[src/rtl/i2c_instr_sequencer_pkg.sv]
// Shared opcode, fault-code, field-position and state definitions for the I2C instruction
// sequencer.
package seq_pkg;

  localparam logic [7:0] OP_NOP = 8'h00;
  localparam logic [7:0] OP_RD  = 8'h01;
  localparam logic [7:0] OP_WR  = 8'h02;

  localparam logic [3:0] FAULT_NONE    = 4'd0;
  localparam logic [3:0] FAULT_MEM     = 4'd1;
  localparam logic [3:0] FAULT_OP      = 4'd2;
  localparam logic [3:0] FAULT_NACK    = 4'd3;
  localparam logic [3:0] FAULT_TIMEOUT = 4'd4;

  localparam int unsigned OP_MSB   = 31;
  localparam int unsigned OP_LSB   = 24;
  localparam int unsigned DEV_MSB  = 22;
  localparam int unsigned DEV_LSB  = 16;
  localparam int unsigned REG_MSB  = 15;
  localparam int unsigned REG_LSB  = 8;
  localparam int unsigned DATA_MSB = 7;
  localparam int unsigned DATA_LSB = 0;

  typedef enum logic [3:0] {
    StIdle,
    StFetch,
    StWait,
    StDecode,
    StIssue,
    StResp,
    StAdvance,
    StDone,
    StFault
  } state_e;

endpackage

[src/rtl/i2c_instr_sequencer_timeout_ctr.sv]
// Response timeout counter: clear/load/enable, with expiry flagged at RSP_TIMEOUT-1.
module seq_timeout_ctr #(
  parameter int unsigned RSP_TIMEOUT = 1024
) (
  input  logic clk,
  input  logic reset,
  input  logic clear,
  input  logic load,
  input  logic [((RSP_TIMEOUT > 1) ? $clog2(RSP_TIMEOUT) : 1)-1:0] load_value,
  input  logic enable,
  output logic expired
);

  localparam int unsigned W = (RSP_TIMEOUT > 1) ? $clog2(RSP_TIMEOUT) : 1;

  logic [W-1:0] cnt_q;

  always_ff @(posedge clk) begin
    if (reset || clear) begin
      cnt_q <= '0;
    end else if (load) begin
      cnt_q <= load_value;
    end else if (enable && !expired) begin
      cnt_q <= cnt_q + 1'b1;
    end
  end

  assign expired = (cnt_q == W'(RSP_TIMEOUT - 1));

endmodule

[src/rtl/i2c_instr_sequencer.sv]
// Fetches instruction words, issues I2C reads/writes and forwards read bytes.
// Define SEQ_LOOP_EN to make the program re-enter LOOP_START after its last instruction.
module i2c_instr_sequencer
  import seq_pkg::*;
#(
  parameter int unsigned ADDR_BITS   = 8,
  parameter int unsigned PROG_LEN    = 4,
  parameter int unsigned LOOP_START  = 2,
  parameter int unsigned RSP_TIMEOUT = 1024
) (
  input  logic                 clk,
  input  logic                 reset,
  input  logic                 start,
  output logic [ADDR_BITS-1:0] rom_addr,
  input  logic [31:0]          rom_data,
  input  logic [3:0]           rom_error,
  output logic                 cmd_valid,
  input  logic                 cmd_ready,
  output logic                 cmd_rw,
  output logic [6:0]           cmd_dev,
  output logic [7:0]           cmd_reg,
  output logic [7:0]           cmd_wdata,
  input  logic                 rsp_valid,
  input  logic                 rsp_nack,
  input  logic [7:0]           rsp_data,
  output logic                 rd_valid,
  output logic [7:0]           rd_data,
  output logic [ADDR_BITS-1:0] rd_pc,
  output logic                 busy,
  output logic                 done,
  output logic                 fault,
  output logic [3:0]           fault_code
);

  localparam logic [ADDR_BITS-1:0] LastPc = ADDR_BITS'(PROG_LEN - 1);
  localparam int unsigned TW = (RSP_TIMEOUT > 1) ? $clog2(RSP_TIMEOUT) : 1;

  state_e state_q, state_d;
  logic [ADDR_BITS-1:0] pc_q, pc_d, rom_addr_q, rom_addr_d, rd_pc_q, rd_pc_d;
  logic       rw_q, rw_d, rd_valid_q, rd_valid_d;
  logic [6:0] dev_q, dev_d;
  logic [7:0] reg_q, reg_d, wdata_q, wdata_d, rd_data_q, rd_data_d;
  logic [3:0] fault_code_q, fault_code_d;
  logic       tmo_clear, tmo_en, tmo_expired;
  logic [7:0] op;

  assign op = rom_data[OP_MSB:OP_LSB];

  // Bit 23 of the device field is reserved and deliberately ignored.
  logic unused_dev_msb;
  assign unused_dev_msb = rom_data[23];

`ifndef SEQ_LOOP_EN
  localparam int unsigned unused_loop_start = LOOP_START;
`endif

  seq_timeout_ctr #(
    .RSP_TIMEOUT(RSP_TIMEOUT)
  ) u_timeout (
    .clk       (clk),
    .reset     (reset),
    .clear     (tmo_clear),
    .load      (1'b0),
    .load_value({TW{1'b0}}),
    .enable    (tmo_en),
    .expired   (tmo_expired)
  );

  always_ff @(posedge clk) begin
    if (reset) begin
      state_q      <= StIdle;
      pc_q         <= '0;
      rom_addr_q   <= '0;
      rw_q         <= 1'b0;
      dev_q        <= '0;
      reg_q        <= '0;
      wdata_q      <= '0;
      rd_valid_q   <= 1'b0;
      rd_data_q    <= '0;
      rd_pc_q      <= '0;
      fault_code_q <= FAULT_NONE;
    end else begin
      state_q      <= state_d;
      pc_q         <= pc_d;
      rom_addr_q   <= rom_addr_d;
      rw_q         <= rw_d;
      dev_q        <= dev_d;
      reg_q        <= reg_d;
      wdata_q      <= wdata_d;
      rd_valid_q   <= rd_valid_d;
      rd_data_q    <= rd_data_d;
      rd_pc_q      <= rd_pc_d;
      fault_code_q <= fault_code_d;
    end
  end

  always_comb begin
    state_d      = state_q;
    pc_d         = pc_q;
    rom_addr_d   = rom_addr_q;
    rw_d         = rw_q;
    dev_d        = dev_q;
    reg_d        = reg_q;
    wdata_d      = wdata_q;
    rd_valid_d   = 1'b0;
    rd_data_d    = rd_data_q;
    rd_pc_d      = rd_pc_q;
    fault_code_d = fault_code_q;
    tmo_clear    = 1'b0;
    tmo_en       = 1'b0;
    unique case (state_q)
      StIdle, StDone: begin
        if (start) begin
          pc_d    = '0;
          state_d = StFetch;
        end
      end
      StFault: begin
        if (start) begin
          pc_d         = '0;
          fault_code_d = FAULT_NONE;
          state_d      = StFetch;
        end
      end
      StFetch: begin
        rom_addr_d = pc_q;
        state_d    = StWait;
      end
      StWait: state_d = StDecode;
      StDecode: begin
        dev_d = rom_data[DEV_MSB:DEV_LSB];
        reg_d = rom_data[REG_MSB:REG_LSB];
        if (rom_error != 4'd0) begin
          fault_code_d = FAULT_MEM;
          state_d      = StFault;
        end else begin
          case (op)
            OP_NOP: state_d = StAdvance;
            OP_RD: begin
              rw_d    = 1'b1;
              wdata_d = 8'h00;
              state_d = StIssue;
            end
            OP_WR: begin
              rw_d    = 1'b0;
              wdata_d = rom_data[DATA_MSB:DATA_LSB];
              state_d = StIssue;
            end
            default: begin
              fault_code_d = FAULT_OP;
              state_d      = StFault;
            end
          endcase
        end
      end
      StIssue: begin
        if (cmd_ready) begin
          tmo_clear = 1'b1;
          state_d   = StResp;
        end
      end
      StResp: begin
        tmo_en = 1'b1;
        // A response arriving on the expiry cycle still wins.
        if (rsp_valid) begin
          if (rsp_nack) begin
            fault_code_d = FAULT_NACK;
            state_d      = StFault;
          end else begin
            if (rw_q) begin
              rd_valid_d = 1'b1;
              rd_data_d  = rsp_data;
              rd_pc_d    = pc_q;
            end
            state_d = StAdvance;
          end
        end else if (tmo_expired) begin
          fault_code_d = FAULT_TIMEOUT;
          state_d      = StFault;
        end
      end
      StAdvance: begin
        if (pc_q == LastPc) begin
`ifdef SEQ_LOOP_EN
          pc_d    = ADDR_BITS'(LOOP_START);
          state_d = StFetch;
`else
          state_d = StDone;
`endif
        end else begin
          pc_d    = pc_q + 1'b1;
          state_d = StFetch;
        end
      end
      default: state_d = StIdle;
    endcase
  end

  assign rom_addr   = rom_addr_q;
  assign cmd_valid  = (state_q == StIssue);
  assign cmd_rw     = rw_q;
  assign cmd_dev    = dev_q;
  assign cmd_reg    = reg_q;
  assign cmd_wdata  = wdata_q;
  assign rd_valid   = rd_valid_q;
  assign rd_data    = rd_data_q;
  assign rd_pc      = rd_pc_q;
  assign busy       = !(state_q inside {StIdle, StDone, StFault});
  assign done       = (state_q == StDone);
  assign fault      = (state_q == StFault);
  assign fault_code = fault_code_q;

endmodule
[config.mk]
export PLATFORM = sky130hd
export DESIGN_NAME = i2c_instr_sequencer
export DESIGN_NICKNAME = d
export VERILOG_FILES = /design/src/rtl/i2c_instr_sequencer_pkg.sv /design/src/rtl/i2c_instr_sequencer_timeout_ctr.sv /design/src/rtl/i2c_instr_sequencer.sv
export SDC_FILE = /design/constraint.sdc
export NUM_CORES = 1
export LEC_CHECK = 0
export CORE_MARGIN = 3
export CORE_UTILIZATION = 23
export DETAILED_ROUTE_END_ITERATION = 10
export GPL_ROUTABILITY_DRIVEN = 0
export PLACE_DENSITY = 0.45
export SYNTH_ARGS = -nofsm -noshare
export SYNTH_HDL_FRONTEND = slang
export SYNTH_SLANG_ARGS = --single-unit
export TNS_END_PERCENT = 20
[constraint.sdc]
create_clock -name clk -period 2.3 [get_ports clk]
set_input_delay 0.23 -clock clk [delete_from_list [all_inputs] [get_ports clk]]
set_output_delay 0.23 -clock clk [all_outputs]
set_load 0.05 [all_outputs]
# Word level (Yosys, flattened, before mapping)
# Cells that the tools add are included.
totals:
  register_bits: 75
  output_inout_bits: 57
op_classes:
  add_sub_neg: 2
  n_eq_ne: 19
  mux: 25
  bitwise_logic: 4
  reduce_logical: 20
op_table:
  columns: ["cell", "count"]
  rows:
  - ["$mux W4", 12]
  - ["$pmux W8 S2", 2]
  - ["$pmux W4 S7", 1]
  - ["$eq A4 B3 Y1 const B", 4]
  - ["$eq A8 B2 Y1 const B", 2]
  - ["$mux W8", 2]
  - ["$pmux W4 S3", 1]
  - ["$add A10 B1 Y10 const B", 1]
  - ["$eq A10 B10 Y1 const B", 1]
  - ["$reduce_and A3 Y1", 3]
  - ["$add A8 B1 Y8 const B", 1]
  - ["$eq A4 B2 Y1 const B", 2]
  - ["$eq A8 B1 Y1 const B", 1]
  - ["$logic_not A8 Y1", 1]
  - ["$pmux W4 S2", 1]
  - ["$ne A3 B3 Y1 const B", 2]
  - ["$reduce_bool A3 Y1", 2]
  - ["$reduce_or A3 Y1", 2]
  - ["$reduce_and A5 Y1", 1]
  - ["$eq A4 B1 Y1 const B", 1]
  - ["$eq A4 B4 Y1 const B", 1]
  - ["$logic_not A4 Y1", 1]
  - ["$mux W1", 4]
  - ["$ne A2 B1 Y1 const B", 2]
  - ["other kinds (13)", 19]

# Longest topological paths before layout
# Gate-level depths: netlist of the first run.
logic_depth:
  word_depth: 5
  mapped_depth: 7

# Hierarchy
# A second synthesis of the first run with hierarchy kept.
unflattened:
  cells_unflattened: 450
  area_unflattened_um2: 3624.7
by_module_without_submodules:
  columns: ["mod", "instances", "cells_per_inst", "area_each_um2"]
  rows:
  - ["i2c_instr_sequencer", 1, 369, 2976.6]
  - ["seq_timeout_ctr", 1, 81, 648.1]

# Worst setup path before layout of the first run
# Ideal clock, no wire load.
synth_timing:
  path_kind: "register to register"
  start: "register state_q[2]"
  end: "register u_timeout.cnt_q[0]"
  setup_time_ns: 0.124
  arrival_ns: 2.773
  path_slack_ns: -0.597
  path_stages_with_launch: 6
  path_buffers: 1
  synth_period_minus_slack_ns: 2.897
  path_cell_list: "dfxtp_1 buf_2 nor4b_1 nand2_1 nand2_1 nor2_1"
synth_via:
  elab_chain_cells: 3
  word_cells_on_any_way: 6
  cone_classes: "2 x eq/ne; 2 x mux; 2 x reduce/logical"
synth_rtl:
  columns: ["item", "line_no", "source"]
  rows:
  - ["from (decl)", "i2c_instr_sequencer.sv:38", "state_e state_q, state_d;"]
  - ["from (signal assigned)", "i2c_instr_sequencer.sv:71", "state_q <= StIdle;"]
  - ["from (signal assigned)", "i2c_instr_sequencer.sv:83", "state_q <= state_d;"]
  - ["$eq A4 B3 Y1", null, null]
  - ["named net cmd_valid", "i2c_instr_sequencer.sv:17", "output logic cmd_valid,"]
  - ["$mux W1", "i2c_instr_sequencer.sv:111", "unique case (state_q)"]
  - ["$logic_or A1 B1 Y1", "i2c_instr_sequencer_timeout_ctr.sv:19", "if (reset || clear) begin"]
  - ["to (signal assigned)", "i2c_instr_sequencer_timeout_ctr.sv:22", "cnt_q <= load_value;"]
  - ["to (signal assigned)", "i2c_instr_sequencer_timeout_ctr.sv:24", "cnt_q <= cnt_q + 1'b1;"]
  - ["to (decl)", "i2c_instr_sequencer_timeout_ctr.sv:16", "logic [W-1:0] cnt_q;"]
# The timed path passes the listed nets, and every way through them passes these cells.
# A chain may end at the register's enable or synchronous reset.

# Worst setup path after layout of the first run
layout_timing:
  start: "register state_q[1]"
  end: "register fault_code_q[0], in the netlist fault_code[0]"
layout_via:
  elab_chain_cells: 3
  word_cells_on_any_way: 10
  cone_classes: "7 x eq/ne; 1 x mux; 2 x reduce/logical"
layout_rtl:
  columns: ["item", "line_no", "source"]
  rows:
  - ["$eq A4 B3 Y1, or another cell as far along", "i2c_instr_sequencer.sv:111", null]
  - ["$ne A3 B3 Y1 (no source line), or another cell as far along", null, null]
  - ["$reduce_and A5 Y1 (no source line)", null, null]
  - ["to (signal assigned)", "i2c_instr_sequencer.sv:93", "fault_code_q <= fault_code_d;"]
  - ["to (decl)", "i2c_instr_sequencer.sv:43", "logic [3:0] fault_code_q, fault_code_d;"]
# Several ways; a longest one is shown, not always the timed one.

==> flow_summary.toml, run 1 <==
[timing]
rsz0062_at_grt = "false"
fin_skew_ns = 0.01128
setup_ws_ns = 0.2607
period_share_pct = 88.67
hold_viol = 0
setup_viol = 0
max_freq_ghz = 0.4904
slew_viol_final = 0
tightest_slew_ns = 0.8315
fin_tns_setup_ns = 0
fin_crit_ns = 2.039
slew_headroom_pct = 44.09

[pwr]
combPwrFrac_pct = 11.6
report.power.total_mw = 3.077
clkPwrFrac_pct = 45.3
sequentialPowerShare_pct = 43.1
switching_power_mw = 0.7764
vdd_ir_drop_max_mv = 0.3159
sw_frac_of_total_pct = 25.24
p_leak_nw = 1.741
p_per_area_nw_per_um2 = 654.8
internal-power_mw = 2.300

[min_path]
hold_path_depth = 4
hold_class = "input pin to flip-flop"

[setup_path]
reg2reg_depth = 6
arrival_ns = 2.28
required_ns = 2.54
setup.worst_path.class = "flip-flop to flip-flop"
worst-path-stages = 6
path_buf_inv = 1
path_cells = "buf_4, nor3_2, a32o_1, o21ai_0, or3_1, o31ai_1"
cp_top_family = "simple AND/OR/NAND/NOR gates"
worst_setup_path_start_kind = "flip-flop"
slowest_stage = "dfxtp_1"
endpoint_kind = "flip-flop"
slowest_delay_ns = 0.40
worst-path-max-fanout = 10

[final_layout]
largest_reg_flops = 10
max_flop_register = "u_timeout.cnt_q"
fin_cells = 649
area_growth_pct = 48.07
nets = 520
n_antenna_cell = 0
finish.utilization_pct = 35.20
drive_above_1_share_pct = 9.302

[yosys]
ys_top_cells_by_count = "74 x dfxtp_1, 60 x nand2_1, 51 x nor2_1, 29 x a21oi_1, 19 x mux2i_1"
syn_avg_cell_area_um2 = 8.790
yosysUniqueCellTypes = 52
synth_compound_area_share_pct = 13.21
synthFlopType = "dfxtp_1"
syn_area_um2 = 3173
netlist_instances = 361
synthMuxAreaShare_pct = 5.994
ys_ff_latch = 74
yosys.area.top_type_share_pct = 46.69
syn_nets = 413
synth_async_sr_flop_share_pct = 0
synth-simple-area-share_pct = 24.25
yosysTopAreaCell = "dfxtp_1"
synthXorXnorAreaFrac_pct = 4.416
synth_top_family_by_area = "simple AND/OR/NAND/NOR gates"
yosys_warnings = 0
yosys.area_share.adder_pct = 0.7886
synth_edf_count = 0
synth.most_common_cell = "dfxtp_1"
synth_area_leaders = "dfxtp_1 47%, nand2_1 7.1%, nor2_1 6.0%, mux2i_1 6.0%, a21oi_1 4.6%"
seq_area_frac_synth_pct = 46.69

[routing]
vias_per_cell = 4.481
antenna_left = 0
wl_um = 8899
vias = 2908
drt-initial-drc-count = 97
avgRoutedWirePerCell_um = 13.71
drc_errors = 0
dr.pass1.iters = 4

[floorplan]
die-height_um = 123.5
pin_count = 107
core-area_um2 = 13350
initial_utilization_pct = 23.77
fp-row-count = 42
die_area_um2 = 15240
die_w_um = 123.5

[cts]
cts.clk_slew.worst_paths_ns = 0.06
cts_tree = "yes"
ctsHoldBuffers = 0
clock_sinks = 74
postCtsSetupBuffers = 0
root_buffer = "clkbuf_16"
cts_max_path_buffers = 2
clkLatencyLatePin_ns = 0.33
htree_num_levels = 3
numCtsBuffers = 9
post_cts_resized = 0

[placed_design]
place_hpwl_um = 6482
pre_cts_slack_ns = 0.1061
dp.cells = 633
port_buffers = 104

[global_routing]
grt_max_degree = 54
antenna_found_initial = 0
grt_usage_pct = 11.99
overflow = 0
first_global_vias = 2953
grt_pass1_wl_um = 14470

[run_status]
status = "complete, no violations"

[run]
maxCapViolations = 0
[placed cells by master, fill, tap and decap left out, types with 2 or more instances in the layout]
cell type,synthesis,layout
nand2_1,60,60
nand3b_1,2,2
dfxtp_1,74,74
buf_4,2,17
xnor2_1,10,10
a21oi_1,29,29
nor4_1,2,2
xor2_1,6,6
clkinvlp_4,0,2
nand4_2,2,2
clkinv_4,0,2
and2_1,2,2
nand3_1,6,6
mux2i_1,19,19
ha_1,2,2
a211oi_1,3,3
o21ai_0,8,8
nand2b_1,2,2
o311ai_0,4,4
clkdlybuf4s50_1,0,99
a22oi_1,9,9
clkbuf_16,0,9
nor2_1,51,51
or3_1,4,4
nor3_1,8,8
inv_1,6,6
o31ai_1,5,5
[power groups by stage]
stage,Sequential (mW),Combinational (mW),Clock [mW]
3_5_place_dp,1.36,0.360,0
2_1_floorplan,1.39,0.166,0
6_report,1.33,0.356,1.39
4_1_cts,1.33,0.361,1.44
3_3_place_gp,1.35,0.358,0
5_1_grt,1.33,0.389,1.50
[cell type report]
cell class	count	area, um^2
tap	176	220.2
clock buffer	10	229.0
fill	1410	8650
clock inverter	6	67.56
inverter	6	22.52
multi-input combinational	260	1554
timing repair buffer	117	1124
sequential	74	1481
[metrics by stage]
| step | hold slack [ns] | cell area, um^2 |
|---|---|---|
| finish | 0.3846 | 4698 |
| global placement | 0.4430 | 4402 |
| floorplan | 0.3660 | 3179 |
| CTS | 0.3819 | 4698 |
| detailed placement | 0.4475 | 4402 |
| global route | 0.4073 | 4698 |
[tightest hold or removal path, stage by stage]
cell and delay, ns:
buf_2 0.09, inv_1 0.14, nand3_1 0.14, o31ai_2 0.06
[final timing paths]
check,start,endpoint,slack (ns)
setup reg to reg,state_q[1],fault_code[0],0.26
setup / recovery,state_q[1],fault_code[0],0.26
hold / removal,reset,state_q[2],0.38
hold reg to reg,rom_addr[2],rom_addr[2],0.45
[logic make-up (layout without fill, tap and decap cells)]
family | after synthesis | count (layout)
compound gates | 65 | 65
xor+xnor | 16 | 16
fa+ha+maj | 2 | 2
buf+inv | 27 | 139
flops | 74 | 74
mux | 19 | 19
other cells | 1 | 1
simple gates | 157 | 157
[routing by layer]
| layer | share of wire (%) | global-route usage [%] | routed length, um | vias to the layer above |
|---|---|---|---|---|
| met4 | 1.4 | 4.913 | 122 | 0 |
| met1 | 49 | 15.35 | 4333 | 1346 |
| met3 | 6.3 | 2.836 | 560 | 9 |
| met2 | 44 | 19.37 | 3883 | 97 |
| met5 | 0 | 0 | 0 | - |
| li1 | - | - | - | 1456 |
Note: power is estimated with default switching activity, not from simulation.
==> inputs of run 2 (changes only) <==
--- a/config.mk
+++ b/config.mk
@@ -5,11 +5,12 @@
 export SDC_FILE = /design/constraint.sdc
 export NUM_CORES = 1
 export LEC_CHECK = 0
+export ABC_AREA = 1
 export CORE_MARGIN = 3
 export CORE_UTILIZATION = 23
 export DETAILED_ROUTE_END_ITERATION = 10
 export GPL_ROUTABILITY_DRIVEN = 0
-export PLACE_DENSITY = 0.45
+export PLACE_DENSITY = 0.44
 export SYNTH_ARGS = -nofsm -noshare
 export SYNTH_HDL_FRONTEND = slang
 export SYNTH_SLANG_ARGS = --single-unit
==> flow_summary.toml, run 2 <==
[timing]
fin_crit_ns = 1.887
setup_viol = 0
fin_tns_setup_ns = 0
max_freq_ghz = 0.5300
period_share_pct = 82.03
hold_ws_ns = 0.4581
slew_viol_final = 0
slew_headroom_pct = 64.22
hold_viol = 0
rsz0062_at_grt = "false"
tightest_slew_ns = 0.5350
fin_skew_ns = 0.01162

[final_layout]
finalInstanceArea_um2 = 4949
max_flop_register = "u_timeout.cnt_q"
finish.utilization_pct = 34.97
drive_above_1_share_pct = 11.32
layout_commonest_cell = "clkdlybuf4s50_1"
n_antenna_cell = 0
fin_cells = 754
largest_reg_flops = 10
fill_cells = 1506
area_growth_pct = 45.40
nets = 621
layout_common_cells = "100 x clkdlybuf4s50_1, 91 x nor2_1, 80 x nand2_1"

[setup_path]
cp_top_family = "buffers and inverters"
worst-path-max-fanout = 7
path_cells = "nor2_1, inv_1, nor2_4, dlymetal6s2s_1"
path_buf_inv = 2
arrival_ns = 1.66
worst_setup_path_start_kind = "flip-flop"
setup.worst_path.class = "flip-flop to primary output"
slowest_stage = "dlymetal6s2s_1"
endpoint_kind = "primary output"
required_ns = 2.07
slowest_delay_ns = 0.44

[pwr]
combPwrFrac_pct = 35.9
clkPwrFrac_pct = 31.1
p_leak_nw = 2.043
p_per_area_nw_per_um2 = 955.4
vdd_ir_drop_max_mv = 0.5212
sequentialPowerShare_pct = 33.0
internal-power_mw = 2.874
sw_frac_of_total_pct = 39.21
switching_power_mw = 1.854

[floorplan]
die_w_um = 127.6
die_area_um2 = 16290
pin_count = 107
fp-row-count = 43
core-area_um2 = 14150
die-height_um = 127.6
initial_utilization_pct = 24.05

[routing]
drt-initial-drc-count = 192
vias_per_cell = 4.221
dr.pass1.iters = 4
drc_errors = 0
wl_um = 9632
avgRoutedWirePerCell_um = 12.77
vias = 3183
antenna_left = 0

[placed_design]
dp.cells = 738
place_hpwl_um = 7100
port_buffers = 104
dpl_cell_area_um2 = 4634

[cts]
cts_max_path_buffers = 2
root_buffer = "clkbuf_16"
cts.clk_slew.worst_paths_ns = 0.06
postCtsSetupBuffers = 0
numCtsBuffers = 9
clock_sinks = 74
clkLatencyLatePin_ns = 0.34
cts_tree = "yes"
htree_num_levels = 3
ctsHoldBuffers = 0

[yosys]
netlist_instances = 463
yosysTopAreaCell = "dfxtp_1"
synth_edf_count = 0
syn_avg_cell_area_um2 = 7.350
synth.most_common_cell = "nor2_1"
yosysUniqueCellTypes = 36
ys_ff_latch = 74
ys_top_cells_by_count = "91 x nor2_1, 80 x nand2_1, 74 x dfxtp_1, 42 x inv_1, 41 x o21ai_0"
syn_nets = 515
syn_area_um2 = 3403
yosys_warnings = 0
yosys.area.top_type_share_pct = 43.53
synthFlopType = "dfxtp_1"
synth_area_leaders = "dfxtp_1 44%, nor2_1 10%, nand2_1 8.8%, o21ai_0 6.0%, a21oi_1 5.3%"
synth_async_sr_flop_share_pct = 0
seq_area_frac_synth_pct = 43.53

[run_status]
status = "complete, no violations"

[global_routing]
antenna_found_initial = 0
first_global_vias = 3109
overflow = 0
grt_usage_pct = 12.13
grt_pass1_wl_um = 15700
grt_max_degree = 41

[min_path]
hold_class = "input pin to flip-flop"

[run]
maxCapViolations = 0
## run 2: changes by cell type after synthesis, moves of 6 or more
cell,delta
a21oi_1,+7
a22oi_1,-9
inv_1,+36
mux2i_1,-19
nand2_1,+20
nand2_4,+7
nand3_1,+13
nor2_1,+40
nor2_4,+7
nor3_1,-6
o21ai_0,+33
o21ai_1,+7
xnor2_1,-9
## run 2: per-layer routing
metal	vias to the layer above	GRT usage, %	part of all wire (%)
met5	-	0	0
met4	0	4.494	1.3
met3	7	3.177	4.3
met2	53	19.32	47
met1	1427	15.80	48
li1	1696	-	-
## run 2: power by group through the flow
stage	Sequential, mW	Clock (mW)	Combinational, mW
after global routing	1.60	1.57	1.85
after CTS	1.56	1.52	1.72
after floorplan	2.03	0	0.713
final	1.56	1.47	1.70
after detailed placement	1.59	0	1.71
after global placement	1.59	0	1.71
## run 2: cell families after synthesis
| family | after synthesis | synth area share, % |
|---|---|---|
| AOI/OAI and AO/OA | 95 | 15.59 |
| xor gates and xnor gates | 3 | 0.7722 |
| adders and majority gates | 2 | 0.7352 |
| and+or+nand+nor | 226 | 31.51 |
| buffers and inverters | 62 | 7.757 |
| other | 1 | 0.1102 |
| DFF | 74 | 43.53 |
## run 2: final cells by class
class	count	area [um^2]	share of cell area, %
inverters	48	181.4	3.666
flip-flops and latches	74	1481	29.94
clock buffers	9	225.2	4.551
repair buffers	109	1096	22.15
well taps	180	225.2	4.551
clock inverters	7	81.33	1.643
multi-input cells	327	1658	33.50
## run 2: final timing paths
path | startpoint | endpoint | slack, ns | depth (start not counted)
max | state_q[1] | cmd_valid | 0.41 | 4
min | rom_data[2] | cmd_wdata[2] | 0.46 | 3
max reg2reg | state_q[2] | cmd_wdata[0] | 0.73 | 6
min reg2reg | cmd_wdata[4] | cmd_wdata[4] | 0.46 | 2
## run 2: through the flow
| stage | worst slack [ns] | total power [mW] |
|---|---|---|
| after floorplan | 0.7551 | 2.746 |
| after global placement | 0.3957 | 3.295 |
| after detailed placement | 0.3869 | 3.304 |
| after CTS | 0.005092 | 4.808 |
| after global routing | 0.2698 | 5.018 |
| final | 0.4133 | 4.728 |
## run 2: what timing repair did
item | 4_1_cts | 5_1_grt
endpoints found under the setup margin | 0 | 3
gates resized for setup | 0 | 3
hold endpoints to repair | 0 | 0
## run 2: worst register-to-register path, stage by stage (launching register included)
cell	delay, ns
dfxtp_1	0.38
nor2_1	0.25
nand2_4	0.20
nor2_8	0.19
o211ai_2	0.25
nand2_1	0.12
a21oi_1	0.07
==> inputs of run 3 (changes only) <==
--- a/config.mk
+++ b/config.mk
@@ -10,7 +10,7 @@
 export CORE_UTILIZATION = 23
 export DETAILED_ROUTE_END_ITERATION = 10
 export GPL_ROUTABILITY_DRIVEN = 0
-export PLACE_DENSITY = 0.44
+export PLACE_DENSITY = 0.46
 export SYNTH_ARGS = -nofsm -noshare
 export SYNTH_HDL_FRONTEND = slang
 export SYNTH_SLANG_ARGS = --single-unit
==> constraint.sdc (replaced) <==
create_clock -name clk -period 1.6 [get_ports clk]
set_input_delay 0.16 -clock clk [delete_from_list [all_inputs] [get_ports clk]]
set_output_delay 0.16 -clock clk [all_outputs]
set_load 0.05 [all_outputs]
==> flow_summary.toml, run 3 (synthesis gave the netlist of run 2 again) <==
[cts]
cts.clk_slew.worst_paths_ns = 0.06
cts_max_path_buffers = 2
ctsHoldBuffers = 0
root_buffer = "clkbuf_16"
clock_sinks = 74
htree_num_levels = 3
clkLatencyLatePin_ns = 0.33
cts_tree = "yes"
numCtsBuffers = 9

[floorplan]
die_w_um = 127.6
core-area_um2 = 14150
fp-row-count = 43
die-height_um = 127.6
initial_utilization_pct = 24.05
die_area_um2 = 16290
pin_count = 107

[routing]
dr.pass1.iters = 4
vias = 3254
wl_um = 9559
drt-initial-drc-count = 102
avgRoutedWirePerCell_um = 12.43
drc_errors = 0
vias_per_cell = 4.231
antenna_left = 0

[pwr]
p_leak_nw = 2.171
p_per_area_nw_per_um2 = 1338
report.power.total_mw = 6.656
vdd_ir_drop_max_mv = 0.8656

[setup_path]
endpoint_kind = "primary output"
setup.worst_path.class = "flip-flop to primary output"
required_ns = 1.44
worst_setup_path_start_kind = "flip-flop"
worst-path-max-fanout = 7
arrival_ns = 1.34

[global_routing]
grt_pass1_wl_um = 15580
first_global_vias = 3147
grt_usage_pct = 11.88
antenna_found_initial = 0
grt_max_degree = 35
overflow = 0

[placed_design]
dp.cells = 750
pre_cts_slack_ns = -0.04244
place_hpwl_um = 7174
port_buffers = 104
dpl_cell_area_um2 = 4637

[run_status]
status = "complete, no violations"

[timing]
setup_viol = 0
setup_ws_ns = 0.1010
max_freq_ghz = 0.6671
period_share_pct = 93.69
slew_viol_final = 0
hold_viol = 0
fin_skew_ns = 0.005730
fin_crit_ns = 1.499
rsz0062_at_grt = "false"

[final_layout]
largest_reg_flops = 10
layout_common_cells = "88 x nor2_1, 78 x nand2_1, 70 x dfxtp_1, 70 x buf_4, 48 x clkdlybuf4s50_1"
fin_cells = 769
drive_above_1_share_pct = 24.62
max_flop_register = "u_timeout.cnt_q"
fill_cells = 1520
area_growth_pct = 46.14
layout_commonest_cell = "nor2_1"
finalInstanceArea_um2 = 4974
n_antenna_cell = 0
nets = 636

[min_path]
hold_class = "input pin to flip-flop"

[run]
maxCapViolations = 0
[run 3: timing repair]
action | 4_1_cts | 5_1_grt
pin swaps | 0 | 1
setup buffers | 0 | 3
endpoints found under the setup margin | 1 | 12
resized for setup | 2 | 11
gates cloned | 0 | 0
[run 3: worst max-delay path: stages, from the launching register on]
cell	delay, ns
dfxtp_2	0.36
nand2_2	0.11
clkinv_2	0.08
nand2_1	0.10
nand2_2	0.10
inv_4	0.12
buf_12	0.14
[run 3: metrics by stage]
step | hold WS [ns] | setup TNS (ns) | util (%)
final | 0.3875 | 0 | 35.15
after global routing | 0.3946 | 0 | 35.15
after CTS | 0.3703 | 0 | 34.85
after detailed placement | 0.4557 | -0.3192 | 32.77
after global placement | 0.4522 | -0.2365 | 32.77
after floorplan | 0.2949 | 0 | -
[run 3: report_power, final]
group / leakage [nW] / internal, mW / switching (mW)
Clock: 0.142 / 1.14 / 0.790
Sequential: 0.601 / 2.10 / 0.172
Combinational: 1.43 / 0.820 / 1.64
Total: 2.17 / 4.05 / 2.60
[run 3: cell type report]
cell class	count	area, um^2	share of cell area [%]
tap	180	225.2	4.528
inverter	48	183.9	3.698
clock buffer	11	252.7	5.082
multi-input combinational	327	1673	33.64
timing repair buffer	124	1111	22.34
clock inverter	5	38.79	0.7799
sequential	74	1489	29.94
[run 3: per-layer routing]
| metal | GRT usage [%] | part of all wire (%) | up-vias |
|---|---|---|---|
| met3 | 4.097 | 5.1 | 7 |
| met2 | 19.73 | 48 | 49 |
| met4 | 2.622 | 0.84 | 0 |
| met1 | 14.94 | 46 | 1471 |
| met5 | 0 | 0 | - |
| li1 | - | - | 1727 |
[run 3: worst paths after layout]
| path | startpoint | end | slack, ns | cells after the start |
|---|---|---|---|---|
| worst min register to register | cmd_wdata[7] | cmd_wdata[7] | 0.47 | 2 |
| worst min-delay path | rom_data[7] | cmd_wdata[7] | 0.39 | 3 |
| worst max-delay path | state_q[1] | busy | 0.10 | 6 |
| worst max register to register | u_timeout.cnt_q[0] | u_timeout.cnt_q[0] | 0.10 | 8 |
==> RTL change 1 (flow settings as in run 2) <==
`pc_q`, `rom_addr_q`, `wdata_q` and `rd_data_q` no longer have a reset.
--- a/src/rtl/i2c_instr_sequencer.sv
+++ b/src/rtl/i2c_instr_sequencer.sv
@@ -69,29 +69,28 @@
   always_ff @(posedge clk) begin
     if (reset) begin
       state_q      <= StIdle;
-      pc_q         <= '0;
-      rom_addr_q   <= '0;
       rw_q         <= 1'b0;
       dev_q        <= '0;
       reg_q        <= '0;
-      wdata_q      <= '0;
       rd_valid_q   <= 1'b0;
-      rd_data_q    <= '0;
       rd_pc_q      <= '0;
       fault_code_q <= FAULT_NONE;
     end else begin
       state_q      <= state_d;
-      pc_q         <= pc_d;
-      rom_addr_q   <= rom_addr_d;
       rw_q         <= rw_d;
       dev_q        <= dev_d;
       reg_q        <= reg_d;
-      wdata_q      <= wdata_d;
       rd_valid_q   <= rd_valid_d;
-      rd_data_q    <= rd_data_d;
       rd_pc_q      <= rd_pc_d;
       fault_code_q <= fault_code_d;
     end
+  end
+
+  always_ff @(posedge clk) begin
+    pc_q       <= pc_d;
+    rom_addr_q <= rom_addr_d;
+    wdata_q    <= wdata_d;
+    rd_data_q  <= rd_data_d;
   end
 
   always_comb begin
Function: differs if reset is asserted again (counterexample within 10 cycles, from zero or initial values and one cycle with reset high); with reset held inactive, the same outputs for 10 cycles.
==> RTL change 1 against run 2 <==
Area after synthesis fell by 3.9%. Cell area fell by 2.8%. Largest cell class is now registers. Register-to-register slack got worse by 170 ps. Total power barely moved. Die area fell by 3.7%. Worst setup slack improved by 13 ps. Synthesized cell count fell by 18%. Sequential cell count did not move. Routed wire length fell by 9.3%. Utilization rose by 0.50 points.
==> RTL change 1: results (changes against run 2) <==
.. list-table::
   :header-rows: 1

   * - Metric
     - Value
   * - Routed length per instance
     - 13.01 µm (was 12.77 µm)
   * - Synth cell types
     - 33 (was 36)
   * - TritonCTS Buffers
     - 9 (unchanged)
   * - Routed vias
     - 2822 (was 3183)
   * - IR Drop Worst-Case VDD
     - 0.0004196 V (was 0.0005212 V)
   * - Share of cells above drive strength 1
     - 10.28% (was 11.32%)
   * - Post-detailed-placement cell area
     - 4521 µm² (was 4634 µm²)
   * - Inst Count DP
     - 656 (was 738)
   * - Final nets
     - 543 (was 621)
   * - Worst Hold Class
     - input port to register (unchanged)
   * - Number of setup buffers added after CTS
     - 0 (unchanged)
   * - Post-synthesis net count
     - 431 (was 515)
   * - Leakage power of the design
     - 1.900 nW (was 2.043 nW)
   * - Global-route wire length before repair
     - 14440 µm (was 15700 µm)
   * - Run status
     - completed (unchanged)
   * - Synthesized instance count
     - 379 (was 463)
   * - Filler cells
     - 1411 (was 1506)
   * - Biggest area consumer among synthesized cells
     - sky130_fd_sc_hd__edfxtp_1 (was sky130_fd_sc_hd__dfxtp_1)
   * - Number of buffers added on ports
     - 104 (unchanged)
   * - Number of enable-type register cells in the synthesized netlist
     - 32 (was 0)
   * - Top FF cell, synth
     - sky130_fd_sc_hd__dfxtp_1 (unchanged)
   * - Max reg flops
     - 10 (unchanged)
   * - Data arrival time of the critical path
     - 1640 ps (was 1660 ps)
   * - Synth Warn #
     - 0 (unchanged)
   * - Combined global-route utilization of all metal layers
     - 11.68% (was 12.13%)
   * - Sequential cell area fraction in the yosys report
     - 55.07% (was 43.53%)
   * - Cell internal pwr
     - 2.935 mW (was 2.874 mW)
   * - Main area contributors after synthesis
     - sky130_fd_sc_hd__edfxtp_1 (29%), sky130_fd_sc_hd__dfxtp_1 (26%), sky130_fd_sc_hd__nor2_1 (10%) (was sky130_fd_sc_hd__dfxtp_1 (44%), sky130_fd_sc_hd__nor2_1 (10%), sky130_fd_sc_hd__nand2_1 (8.8%))
   * - Worst clock skew
     - 7.794 ps (was 11.62 ps)
   * - Largest net degree at the start of global routing
     - 28 (was 41)
   * - Worst Hold Path Cells
     - 1 (was 3)
   * - Actual transition at the worst max-transition pin
     - 745.2 ps (was 535.0 ps)
   * - Detailed router's first-iteration violation count
     - 176 (was 192)
   * - Post-DP HPWL
     - 6623 µm (was 7100 µm)
   * - Largest fanout of any net on the critical path
     - 5 (was 7)
   * - Cell types with the highest counts after synthesis
     - sky130_fd_sc_hd__nor2_1 (89), sky130_fd_sc_hd__nand2_1 (52), sky130_fd_sc_hd__dfxtp_1 (42), sky130_fd_sc_hd__inv_1 (33), sky130_fd_sc_hd__edfxtp_1 (32) (was sky130_fd_sc_hd__nor2_1 (91), sky130_fd_sc_hd__nand2_1 (80), sky130_fd_sc_hd__dfxtp_1 (74), sky130_fd_sc_hd__inv_1 (42), sky130_fd_sc_hd__o21ai_0 (41))
   * - Max capacitance violation total
     - 0 (unchanged)
   * - Longest Clk Path Bufs
     - 2 (unchanged)
   * - Final cell count without fillers
     - 672 (was 754)
   * - FF-to-FF path depth
     - 5 (was 6)
==> RTL change 1: cell count changes after synthesis, sizes merged, moves of 6 or more <==
cell    before  now
edfxtp       0   32
dfxtp       74   42
inv         47   41
o21ai       51   35
a21oi       40   24
nand2       91   60
==> RTL change 1: through the flow <==
step	power [mW]	util [%]	hold slack [ps]	setup slack, ps
2_1_floorplan	2.877	-	299.1	567.7
3_3_place_gp	3.451	33.34	446.2	395.7
3_5_place_dp	3.463	33.34	454.0	376.1
4_1_cts	4.821	35.40	425.5	8.976
5_1_grt	5.037	35.47	417.6	280.1
6_report	4.730	35.47	447.1	425.9
==> RTL change 1: area by class of cell <==
type / instances / area, µm² / area share [%]
clock buffer: 10 / 239.0 / 4.969
timing repair buffer: 107 / 1074 / 22.32
multi-input combinational: 257 / 1277 / 26.56
sequential: 74 / 1802 / 37.46
clock inverter: 6 / 40.04 / 0.8325
tap: 176 / 220.2 / 4.579
inverter: 42 / 157.7 / 3.278
==> RTL change 1: final timing paths <==
kind,endpoint,from,slack (ps)
worst max-delay path,done,state_q[2],430
worst min register to register,u_timeout.cnt_q[5],u_timeout.cnt_q[5],460
worst max register to register,cmd_wdata[4],state_q[3],560
worst min-delay path,rd_data[7],rsp_data[7],450
==> RTL change 1: power by group through the flow <==
stage,Combinational (mW),Sequential (mW),Clock [mW]
5_1_grt,1.70,1.90,1.44
4_1_cts,1.58,1.86,1.38
3_3_place_gp,1.57,1.88,0
6_report,1.56,1.86,1.31
2_1_floorplan,0.605,2.27,0
3_5_place_dp,1.57,1.89,0
==> RTL change 1: cell families (layout without fill, tap and decap cells) <==
family / Yosys count / in the layout / share of synthesized area (%)
other cells: 1 / 1 / 0.1146
compound gates: 59 / 59 / 9.254
flops: 74 / 74 / 55.07
simple gates: 192 / 192 / 28.11
buf+inv: 48 / 165 / 5.889
fa+ha+maj: 2 / 2 / 0.7647
xor+xnor: 3 / 3 / 0.8032
==> RTL change 1: layer usage <==
| metal | up-vias | GRT usage (%) | wire [µm] | share of wire (%) |
|---|---|---|---|---|
| li1 | 1465 | - | - | - |
| met1 | 1283 | 14.66 | 4118 | 47 |
| met2 | 66 | 18.70 | 4079 | 47 |
| met3 | 8 | 4.733 | 460 | 5.3 |
| met4 | 0 | 3.189 | 82 | 0.94 |
| met5 | - | 0 | 0 | 0 |
==> RTL change 1: timing repair <==
item,in CTS,in global routing
setup endpoints to repair,0,4
gates resized for setup,0,4
hold buffers,0,0
==> RTL change 2 (config.mk and constraints of run 2) <==
Made on the original files. Build with the macro `SEQ_LOOP_EN` defined.
--- a/src/rtl/i2c_instr_sequencer.sv
+++ b/src/rtl/i2c_instr_sequencer.sv
@@ -1,5 +1,7 @@
 // Fetches instruction words, issues I2C reads/writes and forwards read bytes.
 // Define SEQ_LOOP_EN to make the program re-enter LOOP_START after its last instruction.
+`define SEQ_LOOP_EN
+
 module i2c_instr_sequencer
   import seq_pkg::*;
 #(
Check against the original RTL: no difference found for any inputs over 10 cycles, from zero or initial values and one cycle with reset high; that may be too few to reach the edited logic, so the function may still have changed.
==> RTL change 2 against run 2 <==
Cell area fell by 0.61%. Routed wire length grew 2.7%. Utilization shrank 0.079 points. Synthesized cell count fell by 1.1%. Sequential cell count unchanged. Area after synthesis decreased by 1.2%. Total power shrank 7.3%. Global-route usage up 0.071 points. Critical path type unchanged. Worst setup slack gained 21 ps.
==> RTL change 2: results (changes against run 2) <==
.. list-table::
   :header-rows: 1

   * - Metric
     - Value
   * - Fraction of cell area in non-clock buffers
     - 22.49% (was 22.15%)
   * - Relative slew slack
     - 62.30% (was 64.22%)
   * - Post-synthesis share of cell area spent on full adders, half adders and majority gates
     - 0.7443% (was 0.7353%)
   * - Final standard cell utilization of the core
     - 34.89% (was 34.97%)
   * - Cell types with the highest counts after synthesis
     - sky130_fd_sc_hd__nor2_1 (93), sky130_fd_sc_hd__dfxtp_1 (74), sky130_fd_sc_hd__nand2_1 (73), sky130_fd_sc_hd__o21ai_0 (48), sky130_fd_sc_hd__a21oi_1 (35) (was sky130_fd_sc_hd__nor2_1 (91), sky130_fd_sc_hd__nand2_1 (80), sky130_fd_sc_hd__dfxtp_1 (74), sky130_fd_sc_hd__inv_1 (42), sky130_fd_sc_hd__o21ai_0 (41))
   * - Critical register-to-register path endpoint
     - fault_code[0] (was cmd_wdata[0])
   * - Inst Count DP
     - 732 (was 738)
   * - Xor and xnor fraction of the mapped netlist area
     - 1.303% (was 0.7721%)
   * - Met3 global-route usage
     - 2.947% (was 3.177%)
   * - Register-to-register path setup slack
     - 580 ps (was 730 ps)
   * - Count of plain and timing-repair buffers in the layout
     - 111 (was 109)
   * - Area grow syn2layout
     - 46.30% (was 45.40%)
   * - Run status
     - completed (unchanged)
   * - Maximum cell stage delay along the critical path
     - 550 ps (was 440 ps)
   * - Final cell count without fillers
     - 748 (was 754)
   * - CP delay by family, top
     - flip-flops (was buffers and inverters)
   * - Seq Cell Count
     - 74 (unchanged)
   * - TritonRoute pass-1 iters
     - 7 (was 4)
   * - Final Worst Setup Slack
     - 434.5 ps (was 413.3 ps)
   * - Leakage power of the design
     - 1.897 nW (was 2.043 nW)
   * - Proportion of cell area occupied by registers
     - 30.12% (was 29.94%)
   * - Worst setup startpoint
     - state_q[0] (was state_q[1])
   * - Via count of the first global-routing pass
     - 3119 (was 3109)
   * - Detailed router's first-iteration violation count
     - 126 (was 192)
   * - Worst clock skew
     - 8.373 ps (was 11.62 ps)
   * - Post-detailed-placement cell area
     - 4589 µm² (was 4634 µm²)
   * - Global-route met1 utilization
     - 16.23% (was 15.80%)
   * - Fraction of area in multi-input gates
     - 33.50% (about the same)
   * - Share of the synthesized area in compound gates (AO/OA/AOI/OAI)
     - 14.03% (was 15.59%)
   * - Met3 wire length
     - 492 µm (was 415 µm)
   * - Multi-input comb cells
     - 332 (was 327)
   * - Hold EP
     - cmd_wdata[7] (was cmd_wdata[2])
   * - Sequential cell area fraction in the yosys report
     - 44.06% (was 43.53%)
   * - FF-to-FF path depth
     - 9 (was 6)
   * - Setup crit end
     - done (was cmd_valid)
   * - Share of cells above drive strength 1
     - 11.80% (was 11.32%)
   * - Data arrival time of the critical path
     - 1640 ps (was 1660 ps)
   * - Pre-CTS setup slack
     - 419.4 ps (was 386.9 ps)
==> RTL change 2: changes by cell type in the layout (fill, tap and decap cells not counted), moves of 3 or more <==
cell,run 2,this run
sky130_fd_sc_hd__inv_1,42,30
sky130_fd_sc_hd__nand2_4,7,1
sky130_fd_sc_hd__nand2_1,80,73
sky130_fd_sc_hd__nand4_1,5,14
sky130_fd_sc_hd__o21ai_0,41,48
sky130_fd_sc_hd__nor2_2,2,14
sky130_fd_sc_hd__o21ai_1,7,1
sky130_fd_sc_hd__nand3_1,19,11
sky130_fd_sc_hd__a21oi_2,4,1
sky130_fd_sc_hd__buf_4,5,8
==> RTL change 2: power breakdown <==
| part | leakage (nW) | switching, mW | internal [mW] |
|---|---|---|---|
| sequential | 0.599 | 0.0992 | 1.42 |
| clock | 0.156 | 0.578 | 0.957 |
| combinational | 1.14 | 0.883 | 0.450 |
==> RTL change 2: what timing repair did <==
action                     4_1_cts  5_1_grt
gates resized for setup          0        2
setup endpoints to repair        0        2
buffers inserted                 0        0
